**config.mk**
```make
export PLATFORM = sky130hd
export DESIGN_NAME = dmem_ctrl
export DESIGN_NICKNAME = d
export VERILOG_FILES = /design/src/rtl/dmem_pkg.sv /design/src/rtl/dmem_lanes.sv /design/src/rtl/dmem_ctrl.sv
export SDC_FILE = /design/constraint.sdc
export NUM_CORES = 1
export LEC_CHECK = 0
export ABC_AREA = 1
export CAP_MARGIN = 20
export CORE_ASPECT_RATIO = 0.8
export CORE_MARGIN = 3
export CORE_UTILIZATION = 40
export CTS_CLUSTER_DIAMETER = 100
export DETAILED_ROUTE_END_ITERATION = 7
export MAX_ROUTING_LAYER = met4
export PLACE_DENSITY = 0.52
export SYNTH_ARGS = -nofsm -noshare
export SYNTH_HDL_FRONTEND = slang
export SYNTH_HIERARCHICAL = 1
export SYNTH_SLANG_ARGS = --single-unit
```
**constraint.sdc**
```tcl
create_clock -name CLK -period 8.45 [get_ports CLK]
set_input_delay 0.845 -clock CLK [delete_from_list [all_inputs] [get_ports CLK]]
set_output_delay 0.845 -clock CLK [all_outputs]
set_load 0.005 [all_outputs]
```
**src/rtl/dmem_pkg.sv**
```systemverilog
// Shared encodings and helpers for the data-memory controller.
// Size codes, FSM states and access byte counts.
package dmem_pkg;

    localparam logic [1:0] SZ_BYTE = 2'b00;
    localparam logic [1:0] SZ_HALF = 2'b01;
    localparam logic [1:0] SZ_WORD = 2'b10;

    typedef enum logic [1:0] {
        INIT,
        IDLE,
        WAIT,
        RESP
    } state_t;

    // Bytes touched by an access; 0 for the illegal size code.
    function automatic logic [2:0] size_bytes(input logic [1:0] sz);
        logic [2:0] n;
        unique case (sz)
            SZ_BYTE: n = 3'd1;
            SZ_HALF: n = 3'd2;
            SZ_WORD: n = 3'd4;
            default: n = 3'd0;
        endcase
        return n;
    endfunction

endpackage

```
**src/rtl/dmem_lanes.sv**
```systemverilog
// Byte-lane steering for big-endian loads and stores.
// Lane i is the byte at word base + i (lane 0 = bits 31:24).
module dmem_lanes
    import dmem_pkg::*;
(
    input  logic [1:0]      size,
    input  logic            sgn,
    input  logic [1:0]      off,
    input  logic [31:0]     wdata,
    input  logic [3:0][7:0] rbytes,
    output logic [31:0]     rdata,
    output logic [3:0]      we,
    output logic [3:0][7:0] wb
);

    logic [1:0]  hi;
    logic [1:0]  lo;
    logic [7:0]  b;
    logic [15:0] h;

    // Halfwords are aligned, so their two lanes share off[1].
    assign hi = {off[1], 1'b0};
    assign lo = {off[1], 1'b1};
    assign b  = rbytes[off];
    assign h  = {rbytes[hi], rbytes[lo]};

    // Load data selection with optional sign extension
    always_comb begin
        rdata = '0;
        unique case (size)
            SZ_BYTE: rdata = {{24{sgn & b[7]}}, b};
            SZ_HALF: rdata = {{16{sgn & h[15]}}, h};
            SZ_WORD: rdata = {rbytes[0], rbytes[1],
                              rbytes[2], rbytes[3]};
            default: rdata = '0;
        endcase
    end

    // Store lane enables and byte placement
    always_comb begin
        we = '0;
        wb = '0;
        unique case (size)
            SZ_BYTE: begin
                we[off] = 1'b1;
                wb[off] = wdata[7:0];
            end
            SZ_HALF: begin
                we[hi] = 1'b1;
                we[lo] = 1'b1;
                wb[hi] = wdata[15:8];
                wb[lo] = wdata[7:0];
            end
            SZ_WORD: begin
                we = 4'hf;
                wb = {wdata[7:0], wdata[15:8],
                      wdata[23:16], wdata[31:24]};
            end
            default: begin
                we = '0;
                wb = '0;
            end
        endcase
    end

endmodule

```
**src/rtl/dmem_ctrl.sv**
```systemverilog
// Handshaked byte-addressed data memory with wait states.
// Clears itself after reset, one word per cycle.
module dmem_ctrl
    import dmem_pkg::*;
#(
    parameter int DEPTH_BYTES = 128,
    parameter int ADDR_W      = 32,
    parameter int LATENCY     = 1
) (
    input  logic              CLK,
    input  logic              RST_N,
    input  logic              req_valid,
    output logic              req_ready,
    input  logic              req_we,
    input  logic [1:0]        req_size,
    input  logic              req_signed,
    input  logic [ADDR_W-1:0] req_addr,
    input  logic [31:0]       req_wdata,
    output logic              rsp_valid,
    output logic [31:0]       rsp_rdata,
    output logic              rsp_err,
    output logic              init_done
);

    localparam int NW = DEPTH_BYTES / 4;
    localparam int IW = (NW > 1) ? $clog2(NW) : 1;

    state_t            state;
    logic [IW-1:0]     clr_idx;
    logic [3:0]        cnt;
    logic              c_we;
    logic [1:0]        c_size;
    logic              c_signed;
    logic [ADDR_W-1:0] c_addr;
    logic [31:0]       c_wdata;

    logic [3:0][7:0]   mem [NW];

    logic [IW-1:0]     wi;
    logic [ADDR_W:0]   end_addr;
    logic              err;
    logic              acc;
    logic              clr_en;
    logic              wr_en;
    logic [3:0][7:0]   rbytes;
    logic [31:0]       rdata;
    logic [3:0]        we;
    logic [3:0][7:0]   wb;

    // Range check is one bit wider than the address so it cannot wrap.
    assign wi       = c_addr[IW+1:2];
    assign end_addr = {1'b0, c_addr}
                    + (ADDR_W+1)'(size_bytes(c_size));
    assign err      = (c_size == 2'b11)
                   || (c_size == SZ_HALF && c_addr[0])
                   || (c_size == SZ_WORD && c_addr[1:0] != 2'b00)
                   || (end_addr > (ADDR_W+1)'(DEPTH_BYTES));

    assign acc    = (state == WAIT) && (cnt == 4'd0);
    assign clr_en = RST_N && (state == INIT);
    assign wr_en  = RST_N && acc && c_we && !err;
    assign rbytes = mem[wi];

    dmem_lanes u_lanes (
        .size   (c_size),
        .sgn    (c_signed),
        .off    (c_addr[1:0]),
        .wdata  (c_wdata),
        .rbytes (rbytes),
        .rdata  (rdata),
        .we     (we),
        .wb     (wb)
    );

    // Array update: word clear during init, lane store on good access
    always_ff @(posedge CLK) begin
        if (clr_en) begin
            mem[clr_idx] <= '0;
        end else if (wr_en) begin
            for (int i = 0; i < 4; i++) begin
                if (we[i]) begin
                    mem[wi][i] <= wb[i];
                end
            end
        end
    end

    // Control FSM with registered handshake and response outputs
    always_ff @(posedge CLK) begin
        if (!RST_N) begin
            state     <= INIT;
            clr_idx   <= '0;
            cnt       <= '0;
            c_we      <= 1'b0;
            c_size    <= SZ_BYTE;
            c_signed  <= 1'b0;
            c_addr    <= '0;
            c_wdata   <= '0;
            req_ready <= 1'b0;
            rsp_valid <= 1'b0;
            rsp_err   <= 1'b0;
            rsp_rdata <= '0;
            init_done <= 1'b0;
        end else begin
            unique case (state)
                INIT: begin
                    clr_idx <= clr_idx + 1'b1;
                    if (clr_idx == IW'(NW - 1)) begin
                        state     <= IDLE;
                        init_done <= 1'b1;
                        req_ready <= 1'b1;
                    end
                end
                IDLE: begin
                    if (req_valid) begin
                        c_we      <= req_we;
                        c_size    <= req_size;
                        c_signed  <= req_signed;
                        c_addr    <= req_addr;
                        c_wdata   <= req_wdata;
                        cnt       <= 4'(LATENCY);
                        req_ready <= 1'b0;
                        state     <= WAIT;
                    end
                end
                WAIT: begin
                    if (cnt != 4'd0) begin
                        cnt <= cnt - 4'd1;
                    end else begin
                        rsp_valid <= 1'b1;
                        rsp_err   <= err;
                        rsp_rdata <= (err || c_we) ? 32'd0 : rdata;
                        state     <= RESP;
                    end
                end
                RESP: begin
                    rsp_valid <= 1'b0;
                    rsp_err   <= 1'b0;
                    rsp_rdata <= '0;
                    req_ready <= 1'b1;
                    state     <= IDLE;
                end
                default: state <= INIT;
            endcase
        end
    end

endmodule

```
==> flow_summary.yaml, run 1 <==
routing:
  vias: 33900
  dr.pass1.iters: 6
  drc: 0
  wl_per_cell_microns: 24.3
  vias_per_cell: 5.68
  ant_nets: 0
  first_iter_violations: 3139
  routed_wl_mm: 145
cells_and_area:
  area_growth_pct: 12.8
  layout_commonest_cell: "edfxtp_1"
  drive_above_1_share: 0.107
  diodes: 0
  final_cell_mix: "edfxtp_1 (1024), nor2_1 (753), o21ai_0 (660)"
  nFillCells: 11000
  stdcell_count: 5960
  nets: 4342
  final_area_sq_mm: 0.0549
setup_path:
  crit_arrival_ns: 6.02
  critical-path-top-delay-family: "simple AND/OR/NAND/NOR gates"
  r2r_end: "mem[25][1]$_DFFE_PP_"
  path_max_fanout: 21
  critPathRequiredTime_ns: 8.78
  r2r_slack_ns: 2.76
  crit_chain: "nor2_1 -> ha_1 -> fa_1 -> nand3_1 -> nand2_2 -> nand2_4 -> clkinv_1 -> nand2_1 -> nand2_1 -> nand2_1 -> nand2_1 -> nor2_1 -> nand2_1 -> nor2_1 -> nand2_1 -> nor2_4 -> o2111ai_4 -> nand2_4 -> nand2_1 -> nand2_1 -> nand2_2 -> buf_4 -> nor3_1"
  cp_slowest_cell: "nor3_1"
  cp_num_buf_inv: 2
  r2r_cells: 23
  endpoint_kind: "flip-flop"
  r2r-start: "c_size[0]$_SDFFE_PN0P_"
  critPathKind: "flip-flop to flip-flop"
  cpPeakStageDelay_ns: 0.89
  cp-start-kind: "flip-flop"
  cp_common_cell: "nand2_1"
yosys:
  syn_nets: 4318
  synthFlopType: "edfxtp_1"
  synth_edf_count: 1024
  synthCells: 4234
  yosysSeqAreaShare: 0.681
  avgSynthCellArea_sq_um: 11.5
  async_reset_ff_frac: 0
  ys_types: 44
  synth.cell_area_sq_mm: 0.0487
  yosys_warnings: 6
  synth_seq_cells: 1144
placed_design:
  dp.cells: 5737
  io_buffers: 106
  dpl-instance-area_sq_mm: 0.0513
  gp_congestion: 0.863
  dp_hpwl_mm: 86.0
  place_ws_ns: 2.73
clock_network:
  post_cts_buffers: 0
  cts_hold_buffers: 0
  cts_resized: 0
  cts_buffer_depth: 3
  cts_made_buffers: 112
  h-tree-depth: 3
  clock_latency_ns: 0.72
  root_buffer: "clkbuf_16"
  cts_tree: "yes"
  clkSinkCount: 1144
  path_clk_slew_ns: 0.06
global_routing:
  grt_max_degree: 181
  grt_overflow: 0
  grt_use_total: 0.233
  grt_pass1_vias: 32100
  antenna_found_initial: 1
  grt_first_pass_wirelength_mm: 217
min_path:
  min_delay_path_depth: 2
  hp-start: "rsp_valid$_SDFFE_PN0P_"
  min_path_type: "flip-flop to flip-flop"
  min_to: "rsp_valid$_SDFFE_PN0P_"
floorplanning:
  die_x_microns: 396
  boundaryPins: 107
  dieArea_sq_mm: 0.126
  start_util: 0.407
  placementRows: 113
  die_h_microns: 318
  coreArea_sq_mm: 0.120
sta:
  skew_ns: 0.0178
  setup_viol: 0
  period_minus_slack_ns: 5.69
  setup_tns_ns: 0
  hold_viol_final: 0
  timing.fmax_mhz: 176
  slew_headroom: 0.212
  rsz0062_at_grt: "no"
  worst_slew_pin_slew_ns: 1.18
  slew_violations: 0
  holdWs_ns: 0.464
  finalCritPeriodShare: 0.673
  setup_slack_ns: 2.76
power:
  ir_drop_mv: 0.199
  p_leak_nw: 20.1
  power_density_mw_per_mm2: 272
run_status:
  outcome: "completed"
job:
  max-cap-violations: 0
## worst max-delay path by stage
| stage | from | to | slack (ns) | depth (start not counted) |
|---|---|---|---|---|
| 3_5_place_dp | c_size[0]$_SDFFE_PN0P_ | mem[1][0]$_DFFE_PP_ | 2.73 | 23 |
| 3_3_place_gp | c_size[0]$_SDFFE_PN0P_ | mem[13][0]$_DFFE_PP_ | 2.86 | 23 |
| 6_report | c_size[0]$_SDFFE_PN0P_ | mem[25][1]$_DFFE_PP_ | 2.76 | 23 |
| 4_1_cts | c_size[0]$_SDFFE_PN0P_ | mem[1][3]$_DFFE_PP_ | 2.70 | 23 |
| 2_1_floorplan | c_size[0]$_SDFFE_PN0P_ | mem[0][10]$_DFFE_PP_ | 4.23 | 23 |
| 5_1_grt | c_size[0]$_SDFFE_PN0P_ | mem[25][3]$_DFFE_PP_ | 2.37 | 23 |
## state kept, by name, indices dropped and copies added, names as in the netlist, named ones only
name / flops
rsp_rdata: 32
c_signed: 1
req_ready: 1
c_wdata: 32
c_addr: 32
mem: 1024
cnt: 4
state: 2
rsp_valid: 1
rsp_err: 1
c_size: 2
init_done: 1
clr_idx: 5
c_we: 1
## where the power goes
group          internal (W)  switching, W  total (W)
logic              0.000904       0.00268    0.00358
registers           0.00629      0.000169    0.00646
clock network       0.00272       0.00218    0.00491
total               0.00992       0.00503     0.0150
## area by class of cell
class	instances	area (sq um)	share of cell area
tap	1610	2010	0.0367
multi-input combinational	2631	13700	0.249
inverter	149	584	0.0106
timing repair buffer	220	1960	0.0356
clock inverter	51	387	0.00704
sequential	1144	33200	0.604
clock buffer	155	3150	0.0574
## worst register-to-register path: stages, from the launching register on
cell and delay [ns]:
dfxtp_1 0.55, nor2_1 0.10, ha_1 0.27, fa_1 0.45, nand3_1 0.12, nand2_2 0.13, nand2_4 0.16, clkinv_1 0.10
nand2_1 0.09, nand2_1 0.06, nand2_1 0.06, nand2_1 0.05, nor2_1 0.08, nand2_1 0.05, nor2_1 0.09, nand2_1 0.11
nor2_4 0.24, o2111ai_4 0.21, nand2_4 0.19, nand2_1 0.07, nand2_1 0.12, nand2_2 0.59, buf_4 0.51, nor3_1 0.90
## cells by family (layout without fill, tap and decap cells)
family | count (synthesis) | after routing | synth area share
buffers and inverters | 459 | 575 | 0.0406
adder cells (fa/ha/maj) | 13 | 13 | 0.00350
AND/OR/NAND/NOR | 1540 | 1540 | 0.143
XOR/XNOR | 4 | 4 | 0.000720
AO/OA/AOI/OAI | 1074 | 1074 | 0.131
flip-flops | 1144 | 1144 | 0.681
## metal layers
metal	wire length [microns]	up-vias	GRT usage	share of wire
li1	-	15500	-	-
met2	64700	1184	0.339	0.45
met5	0	-	-	0
met4	2920	0	0.0503	0.020
met1	67400	17000	0.345	0.47
met3	9950	186	0.0362	0.069
## Yosys cell counts, types with 3 or more instances
cell,n,area share
o221ai_1,184,0.033
nand3_1,163,0.017
clkbuf_1,240,0.019
nand2_1,390,0.030
o21ai_0,660,0.068
o21bai_1,4,0.00062
nor2_2,9,0.0012
a21oi_1,78,0.0080
buf_4,7,0.0011
ha_1,12,0.0031
nor2_1,787,0.061
a31oi_1,34,0.0044
inv_1,138,0.011
nand2_2,9,0.0012
nor3_2,86,0.018
edfxtp_1,1024,0.63
a32oi_1,26,0.0047
buf_1,14,0.0011
nor3_1,49,0.0050
or2_2,3,0.00039
buf_6,26,0.0060
nand4_1,6,0.00077
xor2_1,3,0.00054
nor2_4,8,0.0019
buf_2,23,0.0024
dfxtp_1,120,0.049
o22ai_1,72,0.0093
a22oi_1,9,0.0014
clkinv_1,4,0.00031
nand3b_1,9,0.0014
inv_2,5,0.00039
nand3_4,9,0.0032
nand2_4,9,0.0021
## per-stage QoR
| stage | util | power (W) |
|---|---|---|
| 2_1_floorplan | - | 0.00879 |
| 3_3_place_gp | 0.427 | 0.0101 |
| 3_5_place_dp | 0.428 | 0.0101 |
| 4_1_cts | 0.458 | 0.0150 |
| 5_1_grt | 0.459 | 0.0156 |
| 6_report | 0.459 | 0.0150 |
Note: power is estimated with default switching activity, not from simulation.
==> run 2: changes to the inputs <==
- clock period: 8.45 -> 5.3 ns (I/O delays scaled with it)
==> flow_summary.yaml, run 2 (same netlist as run 1, synthesis figures left out) <==
sta:
  slew_violations: 0
  hold_viol_final: 0
  setup_viol: 0
  slew_headroom: 0.158
  setup_tns_ns: 0
  rsz0062_at_grt: "no"
  setup_slack_ns: 0.472
  skew_ns: 0.0282
  period_minus_slack_ns: 4.83
  timing.fmax_mhz: 207
  finalCritPeriodShare: 0.911
  worst_slew_pin_slew_ns: 1.26
clock_network:
  cts_hold_buffers: 0
  clock_latency_ns: 0.72
  clkSinkCount: 1144
  root_buffer: "clkbuf_16"
  cts_resized: 0
  post_cts_buffers: 0
  h-tree-depth: 3
  cts_made_buffers: 111
  cts_tree: "yes"
  path_clk_slew_ns: 0.06
  cts_buffer_depth: 3
cells_and_area:
  nFillCells: 11000
  drive_above_1_share: 0.122
  nets: 4408
  multi_input_area_sq_mm: 0.0136
  final_cell_mix: "edfxtp_1 (1024), nor2_1 (753), o21ai_0 (660)"
  area_growth_pct: 14.4
  top_register: "mem"
  seq_area_sq_mm: 0.0332
  largest_reg_flops: 1024
  postLayoutCoreUtil: 0.465
  layout_commonest_cell: "edfxtp_1"
power:
  p_leak_nw: 20.5
  power_density_mw_per_mm2: 439
  ir_drop_mv: 0.273
setup_path:
  cp_slowest_cell: "nor3_2"
  cp-start-kind: "flip-flop"
  r2r_cells: 23
  r2r_slack_ns: 0.47
  cp_common_cell: "nand2_1"
  r2r_end: "mem[10][20]$_DFFE_PP_"
  crit_arrival_ns: 5.16
  critPathRequiredTime_ns: 5.63
  crit_start: "c_size[1]$_SDFFE_PN0P_"
  path_max_fanout: 9
  r2r-start: "c_size[1]$_SDFFE_PN0P_"
  critPathKind: "flip-flop to flip-flop"
  endpoint_kind: "flip-flop"
  crit_end: "mem[10][20]$_DFFE_PP_"
  cpPeakStageDelay_ns: 0.59
  crit_chain: "nor2_1 -> ha_1 -> fa_1 -> nand3_1 -> nand2_2 -> nand2_4 -> clkinv_1 -> nand2_1 -> nand2_1 -> nand2_1 -> nand2_1 -> nor2_1 -> nand2_1 -> nor2_1 -> nand2_1 -> nor2_4 -> o2111ai_4 -> nand2_4 -> nand2_1 -> nand2_1 -> nand2_2 -> buf_4 -> nor3_2"
min_path:
  min_path_type: "input pin to flip-flop"
  min_delay_path_depth: 4
global_routing:
  grt_first_pass_wirelength_mm: 219
  grt_max_degree: 117
  grt_use_total: 0.238
  grt_overflow: 0
  grt_pass1_vias: 32700
  antenna_found_initial: 4
placed_design:
  io_buffers: 106
  gp_congestion: 0.877
  place_ws_ns: 0.482
  dp_hpwl_mm: 91.5
routing:
  routed_wl_mm: 148
  first_iter_violations: 4015
  ant_nets: 0
  vias_per_cell: 5.65
  dr.pass1.iters: 5
  drc: 0
  vias: 34000
  wl_per_cell_microns: 24.5
run_status:
  outcome: "completed"
floorplanning:
  die_h_microns: 318
  coreArea_sq_mm: 0.120
  die_x_microns: 396
  dieArea_sq_mm: 0.126
  start_util: 0.407
  boundaryPins: 107
  placementRows: 113
job:
  max-cap-violations: 0
==> run 2: cell types whose count changed in the layout (fill, tap and decap cells not counted), sizes merged <==
cell,before,now
clkinv,44,47
clkbuf,164,139
diode,0,3
inv,150,152
clkinvlp,2,7
bufinv,4,10
buf,106,182
==> run 2: critical path: cells and delay by family, from the launching register on <==
kind	cells	cell delay, ns
buffers and inverters	2	0.44
AO/OA/AOI/OAI	1	0.22
flip-flops	1	0.44
adder cells (fa/ha/maj)	2	0.69
AND/OR/NAND/NOR	18	2.60
==> run 2: worst min-delay path by stage <==
stage | from | endpoint | slack [ns]
2_1_floorplan | cnt[0]$_SDFFE_PN0P_ | cnt[0]$_SDFFE_PN0P_ | 0.43
3_3_place_gp | cnt[0]$_SDFFE_PN0P_ | cnt[0]$_SDFFE_PN0P_ | 0.45
3_5_place_dp | rsp_valid$_SDFFE_PN0P_ | rsp_valid$_SDFFE_PN0P_ | 0.46
4_1_cts | req_wdata[29] | c_wdata[29]$_SDFFE_PN0P_ | 0.41
5_1_grt | req_wdata[27] | c_wdata[27]$_SDFFE_PN0P_ | 0.44
6_report | RST_N | cnt[1]$_SDFFE_PN0P_ | 0.45
==> run 2: where the power goes <==
group	internal (W)	switching, W	total [W]
Combinational	0.00166	0.00443	0.00609
Sequential	0.0100	0.000270	0.0103
Clock	0.00455	0.00353	0.00807
==> run 2: area by class of cell <==
type,count,area share
timing repair buffer,287,0.0469
clock buffer,139,0.0544
sequential,1144,0.595
antenna,3,0.000135
tap,1610,0.0362
clock inverter,67,0.0115
multi-input combinational,2631,0.245
inverter,149,0.0105
==> run 2: metal layers <==
layer / global-route usage / up-vias / part of all wire
met1: 0.354 / 17000 / 0.47
met3: 0.0377 / 173 / 0.067
met4: 0.0532 / 0 / 0.022
met2: 0.342 / 1233 / 0.44
li1: - / 15600 / -
met5: - / - / 0
==> run 2: per-stage QoR <==
step                total power, W  hold WS [ns]  instance area (sq um)  instances
floorplan                   0.0140         0.431                  48700       4234
global placement            0.0165         0.451                  52000       5820
detailed placement          0.0165         0.456                  52000       5820
CTS                         0.0245         0.410                  55700       6026
global route                0.0255         0.435                  55700       6029
finish                      0.0245         0.453                  55700       6030
